--- config.mk ---
export PLATFORM = sky130hd
export DESIGN_NAME = sdram_arbiter_flat
export DESIGN_NICKNAME = d
export VERILOG_FILES = /design/src/rtl/sdram_arbiter_if.sv /design/src/rtl/sdram_arbiter.sv /design/src/flat_wrapper.sv
export SDC_FILE = /design/constraint.sdc
export NUM_CORES = 1
export LEC_CHECK = 0
export CORE_ASPECT_RATIO = 1.1
export CORE_MARGIN = 2
export CORE_UTILIZATION = 51
export CTS_CLUSTER_DIAMETER = 30
export DETAILED_ROUTE_END_ITERATION = 8
export DONT_BUFFER_PORTS = 1
export PLACE_DENSITY = 0.66
export SLEW_MARGIN = 20
export SYNTH_ARGS = -nofsm -noshare
export SYNTH_HDL_FRONTEND = slang
export SYNTH_SLANG_ARGS = --single-unit
export TNS_END_PERCENT = 10
--- constraint.sdc ---
create_clock -name sclk -period 2.1 [get_ports sclk]
set_input_delay 0.42 -clock sclk [delete_from_list [all_inputs] [get_ports sclk]]
set_output_delay 0.42 -clock sclk [all_outputs]
set_load 0.005 [all_outputs]
--- src/rtl/sdram_arbiter_if.sv ---
// Signal bundle between the SDRAM arbiter and its init/refresh/write/read engines and pins.
// The slave modport is the arbiter's view; master is the engine/pin side.
interface sdram_arbiter_if;
  logic        init_end;
  logic [3:0]  init_cmd;
  logic [11:0] init_addr;
  logic        wr_trig;
  logic        rd_trig;
  logic        ref_end;
  logic        wr_end;
  logic        rd_end;
  logic [3:0]  ref_cmd;
  logic [11:0] ref_addr;
  logic [3:0]  wr_cmd;
  logic [11:0] wr_addr;
  logic [1:0]  wr_bank;
  logic [3:0]  rd_cmd;
  logic [11:0] rd_addr;
  logic [1:0]  rd_bank;
  logic        ref_en;
  logic        wr_en;
  logic        rd_en;
  logic        ref_req;
  logic [3:0]  sdram_cmd;
  logic [11:0] sdram_addr;
  logic [1:0]  sdram_bank;

  modport slave (
    input  init_end, init_cmd, init_addr, wr_trig, rd_trig,
    input  ref_end, wr_end, rd_end,
    input  ref_cmd, ref_addr, wr_cmd, wr_addr, wr_bank, rd_cmd, rd_addr, rd_bank,
    output ref_en, wr_en, rd_en, ref_req, sdram_cmd, sdram_addr, sdram_bank
  );

  modport master (
    output init_end, init_cmd, init_addr, wr_trig, rd_trig,
    output ref_end, wr_end, rd_end,
    output ref_cmd, ref_addr, wr_cmd, wr_addr, wr_bank, rd_cmd, rd_addr, rd_bank,
    input  ref_en, wr_en, rd_en, ref_req, sdram_cmd, sdram_addr, sdram_bank
  );
endinterface

--- src/rtl/sdram_arbiter.sv ---
// SDRAM command-bus scheduler: power-up init, then refresh > write > read arbitration,
// with a self-timed refresh request and a state-driven command/address mux.
module sdram_arbiter #(
  parameter int REF_CYCLES = 780,
  parameter int CNT_W      = 10
) (
  input logic           sclk,
  input logic           reset,
  sdram_arbiter_if.slave bus
);

  typedef enum logic [2:0] {
    ST_INIT  = 3'd0,
    ST_IDLE  = 3'd1,
    ST_AREF  = 3'd2,
    ST_WRITE = 3'd3,
    ST_READ  = 3'd4
  } state_t;

  localparam logic [CNT_W-1:0] CNT_LAST = CNT_W'(REF_CYCLES - 1);
  localparam logic [3:0]       CMD_NOP  = 4'b0111;

  state_t           state_r;
  state_t           state_s;
  logic [CNT_W-1:0] ref_cnt_r;
  logic             ref_pend_r;
  logic             wr_pend_r;
  logic             rd_pend_r;
  logic             active_s;
  logic             cnt_wrap_s;
  logic             grant_ref_s;
  logic             grant_wr_s;
  logic             grant_rd_s;

  assign active_s    = (state_r != ST_INIT);
  assign cnt_wrap_s  = active_s && (ref_cnt_r == CNT_LAST);
  assign grant_ref_s = (state_r == ST_IDLE) && ref_pend_r;
  assign grant_wr_s  = (state_r == ST_IDLE) && !ref_pend_r && wr_pend_r;
  assign grant_rd_s  = (state_r == ST_IDLE) && !ref_pend_r && !wr_pend_r && rd_pend_r;
  assign bus.ref_req = ref_pend_r;

  // state register
  always_ff @(posedge sclk or negedge reset) begin
    if (!reset) begin
      state_r <= ST_INIT;
    end else begin
      state_r <= state_s;
    end
  end

  // next-state: engines run until their own end pulse, no preemption
  always_comb begin
    state_s = state_r;
    case (state_r)
      ST_INIT:  if (bus.init_end) state_s = ST_IDLE;  else state_s = ST_INIT;
      ST_IDLE: begin
        if (grant_ref_s)     state_s = ST_AREF;
        else if (grant_wr_s) state_s = ST_WRITE;
        else if (grant_rd_s) state_s = ST_READ;
        else                 state_s = ST_IDLE;
      end
      ST_AREF:  if (bus.ref_end) state_s = ST_IDLE; else state_s = ST_AREF;
      ST_WRITE: if (bus.wr_end)  state_s = ST_IDLE; else state_s = ST_WRITE;
      ST_READ:  if (bus.rd_end)  state_s = ST_IDLE; else state_s = ST_READ;
      default:  state_s = ST_INIT;
    endcase
  end

  // refresh interval counter, frozen at zero during init
  always_ff @(posedge sclk or negedge reset) begin
    if (!reset) begin
      ref_cnt_r <= '0;
    end else if (!active_s || cnt_wrap_s) begin
      ref_cnt_r <= '0;
    end else begin
      ref_cnt_r <= ref_cnt_r + CNT_W'(1);
    end
  end

  // pending flags: a new request on the granting edge survives the clear
  always_ff @(posedge sclk or negedge reset) begin
    if (!reset) begin
      ref_pend_r <= 1'b0;
      wr_pend_r  <= 1'b0;
      rd_pend_r  <= 1'b0;
    end else begin
      if (cnt_wrap_s)                 ref_pend_r <= 1'b1;
      else if (grant_ref_s)           ref_pend_r <= 1'b0;
      else                            ref_pend_r <= ref_pend_r;
      if (active_s && bus.wr_trig)    wr_pend_r  <= 1'b1;
      else if (grant_wr_s)            wr_pend_r  <= 1'b0;
      else                            wr_pend_r  <= wr_pend_r;
      if (active_s && bus.rd_trig)    rd_pend_r  <= 1'b1;
      else if (grant_rd_s)            rd_pend_r  <= 1'b0;
      else                            rd_pend_r  <= rd_pend_r;
    end
  end

  // grant decode and pin mux
  always_comb begin
    bus.ref_en     = 1'b0;
    bus.wr_en      = 1'b0;
    bus.rd_en      = 1'b0;
    bus.sdram_cmd  = CMD_NOP;
    bus.sdram_addr = 12'd0;
    bus.sdram_bank = 2'd0;
    case (state_r)
      ST_INIT: begin
        bus.sdram_cmd  = bus.init_cmd;
        bus.sdram_addr = bus.init_addr;
      end
      ST_AREF: begin
        bus.ref_en     = 1'b1;
        bus.sdram_cmd  = bus.ref_cmd;
        bus.sdram_addr = bus.ref_addr;
      end
      ST_WRITE: begin
        bus.wr_en      = 1'b1;
        bus.sdram_cmd  = bus.wr_cmd;
        bus.sdram_addr = bus.wr_addr;
        bus.sdram_bank = bus.wr_bank;
      end
      ST_READ: begin
        bus.rd_en      = 1'b1;
        bus.sdram_cmd  = bus.rd_cmd;
        bus.sdram_addr = bus.rd_addr;
        bus.sdram_bank = bus.rd_bank;
      end
      ST_IDLE: begin
        bus.sdram_cmd  = CMD_NOP;
      end
      default: begin
        bus.sdram_cmd  = CMD_NOP;
      end
    endcase
  end

endmodule

--- src/flat_wrapper.sv ---
// flat-port wrapper written by rule: the top's interface ports become plain ports
module sdram_arbiter_flat 
#(
  parameter int REF_CYCLES = 780,
  parameter int CNT_W      = 10
)
  (sclk, reset, bus_init_end, bus_init_cmd, bus_init_addr, bus_wr_trig, bus_rd_trig, bus_ref_end, bus_wr_end, bus_rd_end, bus_ref_cmd, bus_ref_addr, bus_wr_cmd, bus_wr_addr, bus_wr_bank, bus_rd_cmd, bus_rd_addr, bus_rd_bank, bus_ref_en, bus_wr_en, bus_rd_en, bus_ref_req, bus_sdram_cmd, bus_sdram_addr, bus_sdram_bank);
  sdram_arbiter_if bus_i ();
  input logic sclk;
  input logic reset;
  input wire logic [$bits(bus_i.init_end)-1:0] bus_init_end;
  input wire logic [$bits(bus_i.init_cmd)-1:0] bus_init_cmd;
  input wire logic [$bits(bus_i.init_addr)-1:0] bus_init_addr;
  input wire logic [$bits(bus_i.wr_trig)-1:0] bus_wr_trig;
  input wire logic [$bits(bus_i.rd_trig)-1:0] bus_rd_trig;
  input wire logic [$bits(bus_i.ref_end)-1:0] bus_ref_end;
  input wire logic [$bits(bus_i.wr_end)-1:0] bus_wr_end;
  input wire logic [$bits(bus_i.rd_end)-1:0] bus_rd_end;
  input wire logic [$bits(bus_i.ref_cmd)-1:0] bus_ref_cmd;
  input wire logic [$bits(bus_i.ref_addr)-1:0] bus_ref_addr;
  input wire logic [$bits(bus_i.wr_cmd)-1:0] bus_wr_cmd;
  input wire logic [$bits(bus_i.wr_addr)-1:0] bus_wr_addr;
  input wire logic [$bits(bus_i.wr_bank)-1:0] bus_wr_bank;
  input wire logic [$bits(bus_i.rd_cmd)-1:0] bus_rd_cmd;
  input wire logic [$bits(bus_i.rd_addr)-1:0] bus_rd_addr;
  input wire logic [$bits(bus_i.rd_bank)-1:0] bus_rd_bank;
  output wire logic [$bits(bus_i.ref_en)-1:0] bus_ref_en;
  output wire logic [$bits(bus_i.wr_en)-1:0] bus_wr_en;
  output wire logic [$bits(bus_i.rd_en)-1:0] bus_rd_en;
  output wire logic [$bits(bus_i.ref_req)-1:0] bus_ref_req;
  output wire logic [$bits(bus_i.sdram_cmd)-1:0] bus_sdram_cmd;
  output wire logic [$bits(bus_i.sdram_addr)-1:0] bus_sdram_addr;
  output wire logic [$bits(bus_i.sdram_bank)-1:0] bus_sdram_bank;
  assign bus_i.init_end = bus_init_end;
  assign bus_i.init_cmd = bus_init_cmd;
  assign bus_i.init_addr = bus_init_addr;
  assign bus_i.wr_trig = bus_wr_trig;
  assign bus_i.rd_trig = bus_rd_trig;
  assign bus_i.ref_end = bus_ref_end;
  assign bus_i.wr_end = bus_wr_end;
  assign bus_i.rd_end = bus_rd_end;
  assign bus_i.ref_cmd = bus_ref_cmd;
  assign bus_i.ref_addr = bus_ref_addr;
  assign bus_i.wr_cmd = bus_wr_cmd;
  assign bus_i.wr_addr = bus_wr_addr;
  assign bus_i.wr_bank = bus_wr_bank;
  assign bus_i.rd_cmd = bus_rd_cmd;
  assign bus_i.rd_addr = bus_rd_addr;
  assign bus_i.rd_bank = bus_rd_bank;
  assign bus_ref_en = bus_i.ref_en;
  assign bus_wr_en = bus_i.wr_en;
  assign bus_rd_en = bus_i.rd_en;
  assign bus_ref_req = bus_i.ref_req;
  assign bus_sdram_cmd = bus_i.sdram_cmd;
  assign bus_sdram_addr = bus_i.sdram_addr;
  assign bus_sdram_bank = bus_i.sdram_bank;
  sdram_arbiter #(.REF_CYCLES(REF_CYCLES), .CNT_W(CNT_W)) u_core (.sclk(sclk), .reset(reset), .bus(bus_i));
endmodule
Word-level counts from Yosys, hierarchy flattened. Cells that the tools add are included.

Add/sub/neg operators: 1. Multipliers: 0. Divide/modulo/power cells: 0. Magnitude comparators: 0. Equal/unequal tests: 5. Shift-type cells: 0. Mux-type cells: 21. Bitwise logic cells: 0. Reductions and logical operators: 17.

Operators by type and width (count): $pmux 12 s4 (1); $pmux 4 s4 (1); $pmux 3 s5 (1); $mux 3 (4); $add 10x1->10 const B (1); $eq 10x10->1 const B (1); $mux 1 (10); $mux 10 (1); $logic_and 1x1->1 (8); $eq 3x2->1 const B (2); $reduce_bool 2->1 (3); $mux 2 (2); $pmux 2 s2 (1); $eq 3x1->1 const B (1); $eq 3x3->1 const B (1); $logic_not 1->1 (3); $logic_not 3->1 (1); $reduce_bool 3->1 (1); $logic_or 1x1->1 (1).

Flip-flop bits (word level): 16. Bits in latches: 0. RAM bits: 0. ROM bits: 0. Output and inout port bits: 22. Memories kept: 0.

Logic depth before layout (Yosys ltp). Gate-level depths: netlist of the first run.

Depth in word-level cells: 8. Gate-level depth with buffers: 6. Gate-level depth less buffers: 4.

Worst setup path before layout of the first run. OpenSTA, ideal clock, no wires.

Kind: register to output. Start: reg u_core.state_r[2]. End: out bus_sdram_addr[10]. Data arrival time: 1.185 ns. Setup slack: 0.495 ns. Cell stages (with the launch flop): 7. Buffers on the path: 3. Path through: dfrtp_1 > buf_4 > and3b_1 > clkbuf_2 > buf_2 > a22oi_1 > nand2_1.

Longest elaborated chain between the ends: 2.

RTL lines: start: declaration (line sdram_arbiter.sv:23) `state_t state_r;`; start signal: assignment (line sdram_arbiter.sv:47) `state_r <= state_s;`; $eq 3x3->1 (tied with other cells) (line sdram_arbiter.sv:107) `case (state_r)`; $pmux 12 s4 (*) (line sdram_arbiter.sv:107); end: declaration (line flat_wrapper.sv:32) `output wire logic [$bits(bus_i.sdram_addr)-1:0] bus_sdram_addr;`.

Every way passes the cells marked *; elsewhere a longest branch is shown, timed or not.

Final worst setup path of the first run.
Start: reg u_core.state_r[0]. End: out bus_sdram_cmd[3].

Longest elaborated chain between the ends: 2.

RTL lines: $eq 3x3->1 (tied with other cells) (line sdram_arbiter.sv:107); $pmux 4 s4 (*) (line sdram_arbiter.sv:107); end: declaration (line flat_wrapper.sv:31) `output wire logic [$bits(bus_i.sdram_cmd)-1:0] bus_sdram_cmd;`.

Marked as above.

==> metrics, run 1 <==
outcome finished, final reports clean; Worst R2R Start u_core.state_r[2]; clk buf depth 2; Setup crit end kind output port; Remaining DRCs 0; commonest cells after routing, fill and taps aside 29 x a22oi_1, 18 x nand2_1, 14 x dfrtp_1; Peak Freq 510 MHz; WP data required 1680 ps; Power Density 1250 nW/µm²; CTS root buf clkbuf_4; top cell type's share of synthesized area 31.0%; DR iter-0 viols 20; hold crit path type input port to flip-flop; worst r2r dst u_core.ref_cnt_r[2]; DP Area 1320 µm²; routed length per instance 17.1 µm; type of origin of the critical path flip-flop; CP Max Fanout 15; Initial Util 52.8%; Post-Route WL 3080 µm; R2R setup slack 550 ps; Final Util 56.1%; Synth Net Count 224; largest net degree at the start of global routing 17; Primary FF master, synth dfrtp_1; Core Rows 19; setup_tns 0 ps; first-pass GRT wire length 4690 µm; Hold Path Stages 2; Slew Viols, Final 0; Die ar. 2950 µm²; Worst EP arrival 1540 ps; TritonCTS Buffers 3; minimum clock period 1960 ps; Lkg Pwr 0.562 nW; number of library cell types mapped by synthesis 43; Worst path max stage delay 530 ps; Core ar. 2450 µm²; Layout Nets 228; Maximum Capacitance Violations 0; Yosys reg bits 16; CP cell instances nor3_4 > a22oi_1 > nand2_1; number of synthesized flops with an enable pin 0; Final ANT Viol Nets 0; # clock sinks 16; Placer Congestion 0.824; Tot GR Track Use 20.7%; Die Wd 52 µm; Synth area leaders dfrtp_1 31%, a22oi_1 17%, nand2_1 5.2%; RSZ-0062 raised after global routing no; Critical Path Sink bus_sdram_cmd[3]; Max VDD drop 0.833 mV; Reg2Reg Depth 4; chip height 56.8 µm; I/O Pins 98; largest area contributor in the netlist dfrtp_1; Post-Layout Inst Area 1370 µm²; Syn. warnings 0; H-Tree Depth 1; TritonCTS clock tree yes; WS Path Type flip-flop to output port; HPWL Detailed 2510 µm; Inserted Diodes 0; initial antenna violation count 0; Final Hold Fails 0; # setup viols final 0; 1st-pass router iterations 4; Tightest Pin Transition 704 ps; Gate Count Post-Synth 147; Final WS setup 138 ps; Setup WS pre-CTS 128 ps; clock-pin slew on the worst setup and hold paths 80 ps; hold path start bus_wr_trig; Buffers on Ports 0; layout cells sized above 1 18.1%; relative slew slack 52.9%; asr flop ratio synth 100%; commonest non-fill, non-tap cell in the layout a22oi_1; post-synthesis sequential area ratio 31.0%; DR vias/cell 6.52; Synth Area per Inst 8.79 µm²; clock skew 1.15 ps; Cell Area, Synth 1290 µm²; Clock Latency Late Sink 280 ps; slowest CP cell dfrtp_2; vias in the first global route 1122; Tcrit/Tclk final 93.4%; total number of vias 1174; Area Overhead vs Synth 6.20%; grt ovf 0; Worst Setup SP u_core.state_r[0]
[synth_stat cells, types with 3 or more instances]
cell type / n
a22oi_1: 29
nand2_1: 18
dfrtp_1: 16
nor2_1: 8
o21ai_0: 8
a21oi_1: 6
inv_1: 6
buf_4: 4
a211oi_1: 3
a22o_1: 3
buf_2: 3
mux2i_1: 3
nand3_1: 3
o31ai_1: 3
or3_1: 3
[worst min path at each step]
stage | endpoint | slack, ps
after floorplan | u_core.bus.ref_req | 120
final | u_core.wr_pend_r | 270
after global routing | u_core.rd_pend_r | 280
after detailed placement | u_core.ref_cnt_r[2] | 120
after CTS | u_core.wr_pend_r | 270
after global placement | u_core.ref_cnt_r[4] | 120
[timing repair]
action | CTS | global route
setup endpoints to repair | 17 | 1
resized for setup | 3 | 2
hold buffers | 1 | 0
setup buffers | 2 | 0
hold endpoints to repair | 16 | 0
[state kept, by name, indices dropped and copies added, names as in the netlist]
register / flops
u_core.ref_cnt_r: 10
u_core.state_r: 3
u_core.bus.ref_req: 1
u_core.rd_pend_r: 1
u_core.wr_pend_r: 1
[metal layers]
layer / share of wire, % / routed length (µm) / vias up / GRT usage, %
li1: - / - / 575 / -
met1: 40 / 1240 / 549 / 23.4
met2: 54 / 1650 / 47 / 38.5
met3: 5.2 / 160 / 3 / 2.66
met4: 0.78 / 24 / 0 / 6.77
met5: 0 / 0 / - / 0
[kinds of logic after synthesis]
logic type | Yosys count | share of synthesized area [%]
multiplexers | 4 | 3.19
adder cells (fa/ha/maj) | 1 | 0.968
XOR/XNOR | 3 | 2.03
buffers and inverters | 15 | 5.90
AO/OA/AOI/OAI | 58 | 32.7
flip-flops | 16 | 31.0
AND/OR/NAND/NOR | 50 | 24.2
[cell type report]
cell class,count,area [µm²]
Multi-Input combinational cell,116,823
Tap cell,31,38.8
Inverter,6,22.5
Fill cell,228,1080
Sequential cell,16,403
Timing Repair Buffer,8,62.6
Clock buffer,3,22.5
[metrics by stage]
| stage | total power [mW] | cells | hold WS [ps] |
|---|---|---|---|
| 2_1_floorplan | 1.37 | 147 | 124 |
| 3_3_place_gp | 1.50 | 174 | 125 |
| 3_5_place_dp | 1.53 | 174 | 125 |
| 4_1_cts | 1.73 | 180 | 271 |
| 5_1_grt | 1.87 | 180 | 281 |
| 6_report | 1.72 | 180 | 266 |
[critical path: cells and delay by family (launching register included)]
kind	cells	cell delay (ps)
and+or+nand+nor	2	580
AOI/OAI and AO/OA	1	140
DFF	1	530
[report_power, final]
| group | internal, mW | switching (mW) | total [mW] | leakage (nW) |
|---|---|---|---|---|
| clock | 0.0667 | 0.0913 | 0.158 | 0.0138 |
| sequential | 0.395 | 0.157 | 0.552 | 0.203 |
| combinational | 0.439 | 0.566 | 1.01 | 0.345 |
Power figures use the tool's default switching activity.
==> run 2: changes to the inputs <==
--- a/config.mk
+++ b/config.mk
@@ -5,13 +5,16 @@
 export SDC_FILE = /design/constraint.sdc
 export NUM_CORES = 1
 export LEC_CHECK = 0
+export ABC_AREA = 1
 export CORE_ASPECT_RATIO = 1.1
 export CORE_MARGIN = 2
 export CORE_UTILIZATION = 51
 export CTS_CLUSTER_DIAMETER = 30
 export DETAILED_ROUTE_END_ITERATION = 8
 export DONT_BUFFER_PORTS = 1
+export HOLD_SLACK_MARGIN = 0.12
 export PLACE_DENSITY = 0.66
+export RECOVER_POWER = 25
 export SLEW_MARGIN = 20
 export SYNTH_ARGS = -nofsm -noshare
 export SYNTH_HDL_FRONTEND = slang
==> run 2 against run 1 <==
Sequential cell count stayed put. Synthesized cell count rose by 44%. Combinational power is 6% higher. Largest cell class unchanged. Sequential share of layout area decreased by 0.52 points. Total power is 1.1% higher. Sequential power is 16% lower. Core utilization is 0.12 points higher. Worst hold slack worse by 60 ps. Critical path depth rose by 2. Register-to-register slack gained 140 ps. Critical path type unchanged.
==> metrics, run 2 <==
outcome finished, final reports clean; Maximum Capacitance Violations 0; Lkg Pwr 0.642 nW; Inserted Diodes 0; HPWL Detailed 2590 µm; Die Wd 52.4 µm; Worst R2R Start u_core.state_r[1]; CTS root buf clkbuf_4; asr flop ratio synth 100%; initial antenna violation count 0; clk buf depth 2; number of flip-flops in the largest register 10; Syn. warnings 0; Worst EP arrival 1540 ps; Synth Area per Inst 6.20 µm²; CP cell instances inv_2 > nand2_4 > nor2_2 > nand2_1 > nand4_1; Core Rows 19; Final Util 56.2%; DR vias/cell 5.48; top cell type's share of synthesized area 30.4%; Initial Util 53.2%; H-Tree Depth 1; chip height 57.3 µm; Yosys reg bits 16; Hold WS 206 ps; Layout Nets 293; WS Path Type flip-flop to output port; Slew Viols, Final 0; TritonCTS clock tree yes; Core ar. 2470 µm²; layout cells sized above 1 9.77%; # setup viols final 0; Synth Net Count 289; RSZ-0062 raised after global routing no; R2R setup slack 690 ps; Primary FF master, synth dfrtp_1; clock-pin slew on the worst setup and hold paths 90 ps; Worst path max stage delay 450 ps; total number of vias 1349; DP Area 1300 µm²; DR iter-0 viols 20; vias in the first global route 1220; hold path start bus_rd_end; Gate Count Post-Synth 212; TritonCTS Buffers 3; Post-Layout Inst Area 1390 µm²; post-synthesis sequential area ratio 30.4%; Tcrit/Tclk final 93.4%; Commonest cells post-synth 97 x nand2_1, 26 x nor2_1, 18 x nand4_1, 16 x dfrtp_1, 15 x inv_1; Remaining DRCs 0; commonest cells after routing, fill and taps aside 97 x nand2_1, 26 x nor2_1, 18 x nand4_1; type of origin of the critical path flip-flop; worst r2r dst u_core.ref_cnt_r[8]; Setup crit end kind output port; Buffers on Ports 0; most frequent cell after synthesis nand2_1; clock skew 0.765 ps; Die ar. 3000 µm²; largest area contributor in the netlist dfrtp_1; number of synthesized flops with an enable pin 0; Reg2Reg Depth 8; Area Overhead vs Synth 5.61%; # clock sinks 16; Max VDD drop 0.908 mV; 1st-pass router iterations 4; slowest CP cell dfrtp_1; commonest non-fill, non-tap cell in the layout nand2_1; I/O Pins 98; Reg with most FFs u_core.ref_cnt_r; Hold Path Stages 1; WHS Endpoint u_core.state_r[2]; WP data required 1680 ps; Tot GR Track Use 21.8%; Tightest Pin Transition 709 ps; minimum clock period 1960 ps; Peak Freq 510 MHz; first-pass GRT wire length 5130 µm; biggest regs u_core.ref_cnt_r (10), u_core.state_r (3); hold crit path type input port to flip-flop; Reg area 400 µm²; number of library cell types mapped by synthesis 23; # fillers 262; CP Max Fanout 9; relative slew slack 52.6%; setup_tns 0 ps; Clock Latency Late Sink 290 ps; Cell Area, Synth 1320 µm²; routed length per instance 13.7 µm; Power Density 1250 nW/µm²; Final ANT Viol Nets 0; Synth area leaders dfrtp_1 30%, nand2_1 28%, nand4_1 8.6%; Placer Congestion 0.833; Post-Route WL 3370 µm; Final Hold Fails 0; Multi-input gate area 792 µm²; largest net degree at the start of global routing 22; grt ovf 0
==> run 2: cell count changes after synthesis, moves of 5 or more <==
cell	delta
a21oi_1	-5
a22oi_1	-29
inv_1	+9
inv_2	+6
nand2_1	+79
nand4_1	+16
nor2_1	+18
==> run 2: where the power goes <==
group	switching (mW)	total, mW	internal [mW]
logic	0.696	1.07	0.373
registers	0.0771	0.462	0.384
clock network	0.0982	0.204	0.106
total	0.871	1.73	0.863
==> run 2: logic make-up after synthesis <==
group,after synthesis,synth area share [%]
xor+xnor,3,2.00
buf+inv,26,9.80
flops,16,30.4
fa+ha+maj,1,0.951
simple gates,154,51.5
compound gates,12,5.33
==> run 2: routing by layer <==
metal,global-route usage (%),vias up,wire length (µm)
met5,0,-,0
met4,6.59,0,45
met3,2.62,5,226
met2,40.2,54,1720
met1,25.9,607,1370
li1,-,683,-
==> run 2: critical path: cells and delay by family, from the launching register on <==
family,cells,cell delay [ps]
buffers and inverters,1,120
DFF,1,450
and+or+nand+nor,4,680
==> run 2: timing repair <==
| item | CTS | global route |
|---|---|---|
| endpoints found under the hold margin | 16 | 0 |
| resized for setup | 0 | 4 |
| setup buffers | 0 | 2 |
| hold buffers | 1 | 0 |
| endpoints found under the setup margin | 0 | 2 |
==> run 2: worst max path at each step <==
stage                      startpoint                 end  slack (ps)  cells past startpoint
floorplan           u_core.state_r[1]  bus_sdram_addr[10]         640                      6
global placement    u_core.state_r[1]    bus_sdram_cmd[1]         480                      5
detailed placement  u_core.state_r[1]    bus_sdram_cmd[2]         390                      7
CTS                 u_core.state_r[1]    bus_sdram_cmd[2]          50                      7
global route        u_core.state_r[1]    bus_sdram_cmd[2]          50                      7
finish              u_core.state_r[1]    bus_sdram_cmd[3]         140                      5
==> run 2: area by class of cell <==
cell class,instances,area share [%]
Clock buffer,4,2.61
Multi-Input combinational cell,171,57.0
Sequential cell,16,28.8
Inverter,21,6.04
Tap cell,31,2.79
Timing Repair Buffer,3,2.70
==> run 2: stage by stage <==
stage	std cells	worst slack, ps	power [mW]
floorplan	212	639	1.31
CTS	243	47.6	1.64
detailed placement	238	391	1.42
global route	246	45.4	1.90
global placement	238	483	1.40
finish	246	139	1.73
==> run 3: changes to the inputs <==
--- a/config.mk
+++ b/config.mk
@@ -14,7 +14,7 @@
 export DONT_BUFFER_PORTS = 1
 export HOLD_SLACK_MARGIN = 0.12
 export PLACE_DENSITY = 0.66
-export RECOVER_POWER = 25
+export REMOVE_ABC_BUFFERS = 1
 export SLEW_MARGIN = 20
 export SYNTH_ARGS = -nofsm -noshare
 export SYNTH_HDL_FRONTEND = slang
==> run 3 against run 2 <==
Setup slack improved by 18 ps. Highest routed layer unchanged. Register-to-register slack improved by 50 ps. First-iteration DRC count rose by 85%. Final cell count rose by 0.41%. Critical path depth fell by 1. Worst hold slack improved by 21 ps. Largest cell class unchanged. Wire length fell by 1.7%.
==> metrics, run 3 (synthesis gave the netlist of run 2 again) <==
outcome finished, final reports clean; Reg area 400 µm²; Placer Congestion 0.832; Core Rows 19; # clock sinks 16; DP Area 1300 µm²; Initial Util 53.2%; Peak Freq 514 MHz; routed length per instance 13.4 µm; Die Wd 52.4 µm; layout cells sized above 1 10.2%; HPWL Detailed 2580 µm; WS Path Type flip-flop to output port; Reg2Reg Depth 8; sw frac 50.3%; Tightest Pin Transition 690 ps; Buffers on Ports 0; Slew Viols, Final 0; Die ar. 3000 µm²; Maximum Capacitance Violations 0; Hold Path Stages 1; largest net degree at the start of global routing 22; I/O Pins 98; DR iter-0 viols 37; grt ovf 0; Post-Layout Inst Area 1380 µm²; minimum clock period 1940 ps; Tot GR Track Use 21.3%; Reg with most FFs u_core.ref_cnt_r; Layout Nets 294; hold crit path type input port to flip-flop; Lkg Pwr 0.643 nW; relative slew slack 53.9%; setup_tns 0 ps; TritonCTS clock tree yes; CP Max Fanout 9; sequential power share 26.9%; Core ar. 2470 µm²; highest metal used met4; Area Overhead vs Synth 5.23%; clock-pin slew on the worst setup and hold paths 90 ps; # setup viols final 0; chip height 57.3 µm; Multi-input gate area 792 µm²; 1st-pass router iterations 6; Power Density 1230 nW/µm²; Inserted Diodes 0; vias in the first global route 1120; Max VDD drop 0.767 mV; clk buf depth 2; Remaining DRCs 0; number of flip-flops in the largest register 10; RSZ-0062 raised after global routing no; commonest cells after routing, fill and taps aside 97 x nand2_1, 26 x nor2_1, 18 x nand4_1; # fillers 258; first-pass GRT wire length 4790 µm; DR vias/cell 5.43; DR WL met2 1640 µm; Tcrit/Tclk final 92.6%; H-Tree Depth 1; biggest regs u_core.ref_cnt_r (10), u_core.state_r (3); Clock Latency Late Sink 290 ps; clock skew 4.34 ps; total number of vias 1342; Post-Route WL 3310 µm; Final Hold Fails 0; commonest non-fill, non-tap cell in the layout nand2_1; Comb power frac 61.3%; WP data required 1680 ps; P_sw 858 µW; Setup crit end kind output port; Worst EP arrival 1520 ps; type of origin of the critical path flip-flop; Final ANT Viol Nets 0; met1 WL 1380 µm; WL met3 257 µm; initial antenna violation count 0; Pint 846 µW; CTS root buf clkbuf_4; clock power share 11.8%; TritonCTS Buffers 3
==> run 3: changes by cell type in the layout (fill, tap and decap cells not counted) <==
cell,change
buf_4,+2
buf_12,-1
==> run 3: what timing repair did <==
action | in CTS | in global routing
setup buffers | 0 | 3
endpoints found under the hold margin | 16 | 0
hold buffers | 1 | 0
resized for setup | 0 | 4
endpoints found under the setup margin | 0 | 2
==> run 3: worst max-delay path: stages, from the launching register on <==
cell and delay, ps:
dfrtp_1 450, inv_2 110, nand2_4 80, nor2_2 390, a22o_1 220
==> run 3: path summary, 6_finish.rpt <==
| check | startpoint | endpoint | slack [ps] |
|---|---|---|---|
| setup / recovery | u_core.state_r[1] | bus_sdram_bank[1] | 160 |
| max in group asynchronous | reset | u_core.ref_cnt_r[3] | 1050 |
| hold / removal | bus_rd_end | u_core.state_r[2] | 230 |
| min in group asynchronous | reset | u_core.ref_cnt_r[9] | 610 |
| setup reg to reg | u_core.state_r[1] | u_core.ref_cnt_r[8] | 740 |
| hold reg to reg | u_core.ref_cnt_r[0] | u_core.ref_cnt_r[0] | 450 |
==> run 3: per-layer routing <==
| layer | up-vias | global-route usage, % |
|---|---|---|
| li1 | 685 | - |
| met1 | 591 | 26.2 |
| met2 | 62 | 37.7 |
| met3 | 4 | 3.93 |
| met4 | 0 | 5.49 |
| met5 | - | 0 |
==> run 3: metrics by stage <==
stage | utilization (%) | power [mW] | hold WS, ps | worst slack (ps) | cells
2_1_floorplan | - | 1.23 | 124 | 591 | 207
3_3_place_gp | 52.7 | 1.40 | 125 | 485 | 238
3_5_place_dp | 52.7 | 1.42 | 125 | 412 | 238
4_1_cts | 54.6 | 1.63 | 224 | 88.1 | 243
5_1_grt | 56.0 | 1.88 | 221 | 45.3 | 247
6_report | 56.0 | 1.70 | 227 | 156 | 247
==> run 3: power groups by stage <==
stage / registers, mW / logic [mW] / clock network (mW)
2_1_floorplan: 0.453 / 0.776 / 0
3_3_place_gp: 0.461 / 0.934 / 0
3_5_place_dp: 0.465 / 0.954 / 0
4_1_cts: 0.458 / 0.964 / 0.208
5_1_grt: 0.475 / 1.19 / 0.222
6_report: 0.458 / 1.05 / 0.201
==> run 3: final cells by class <==
type / count / area share, %
multi-input combinational: 171 / 57.2
sequential: 16 / 28.9
inverter: 21 / 6.06
tap: 31 / 2.80
clock buffer: 4 / 2.62
timing repair buffer: 4 / 2.35
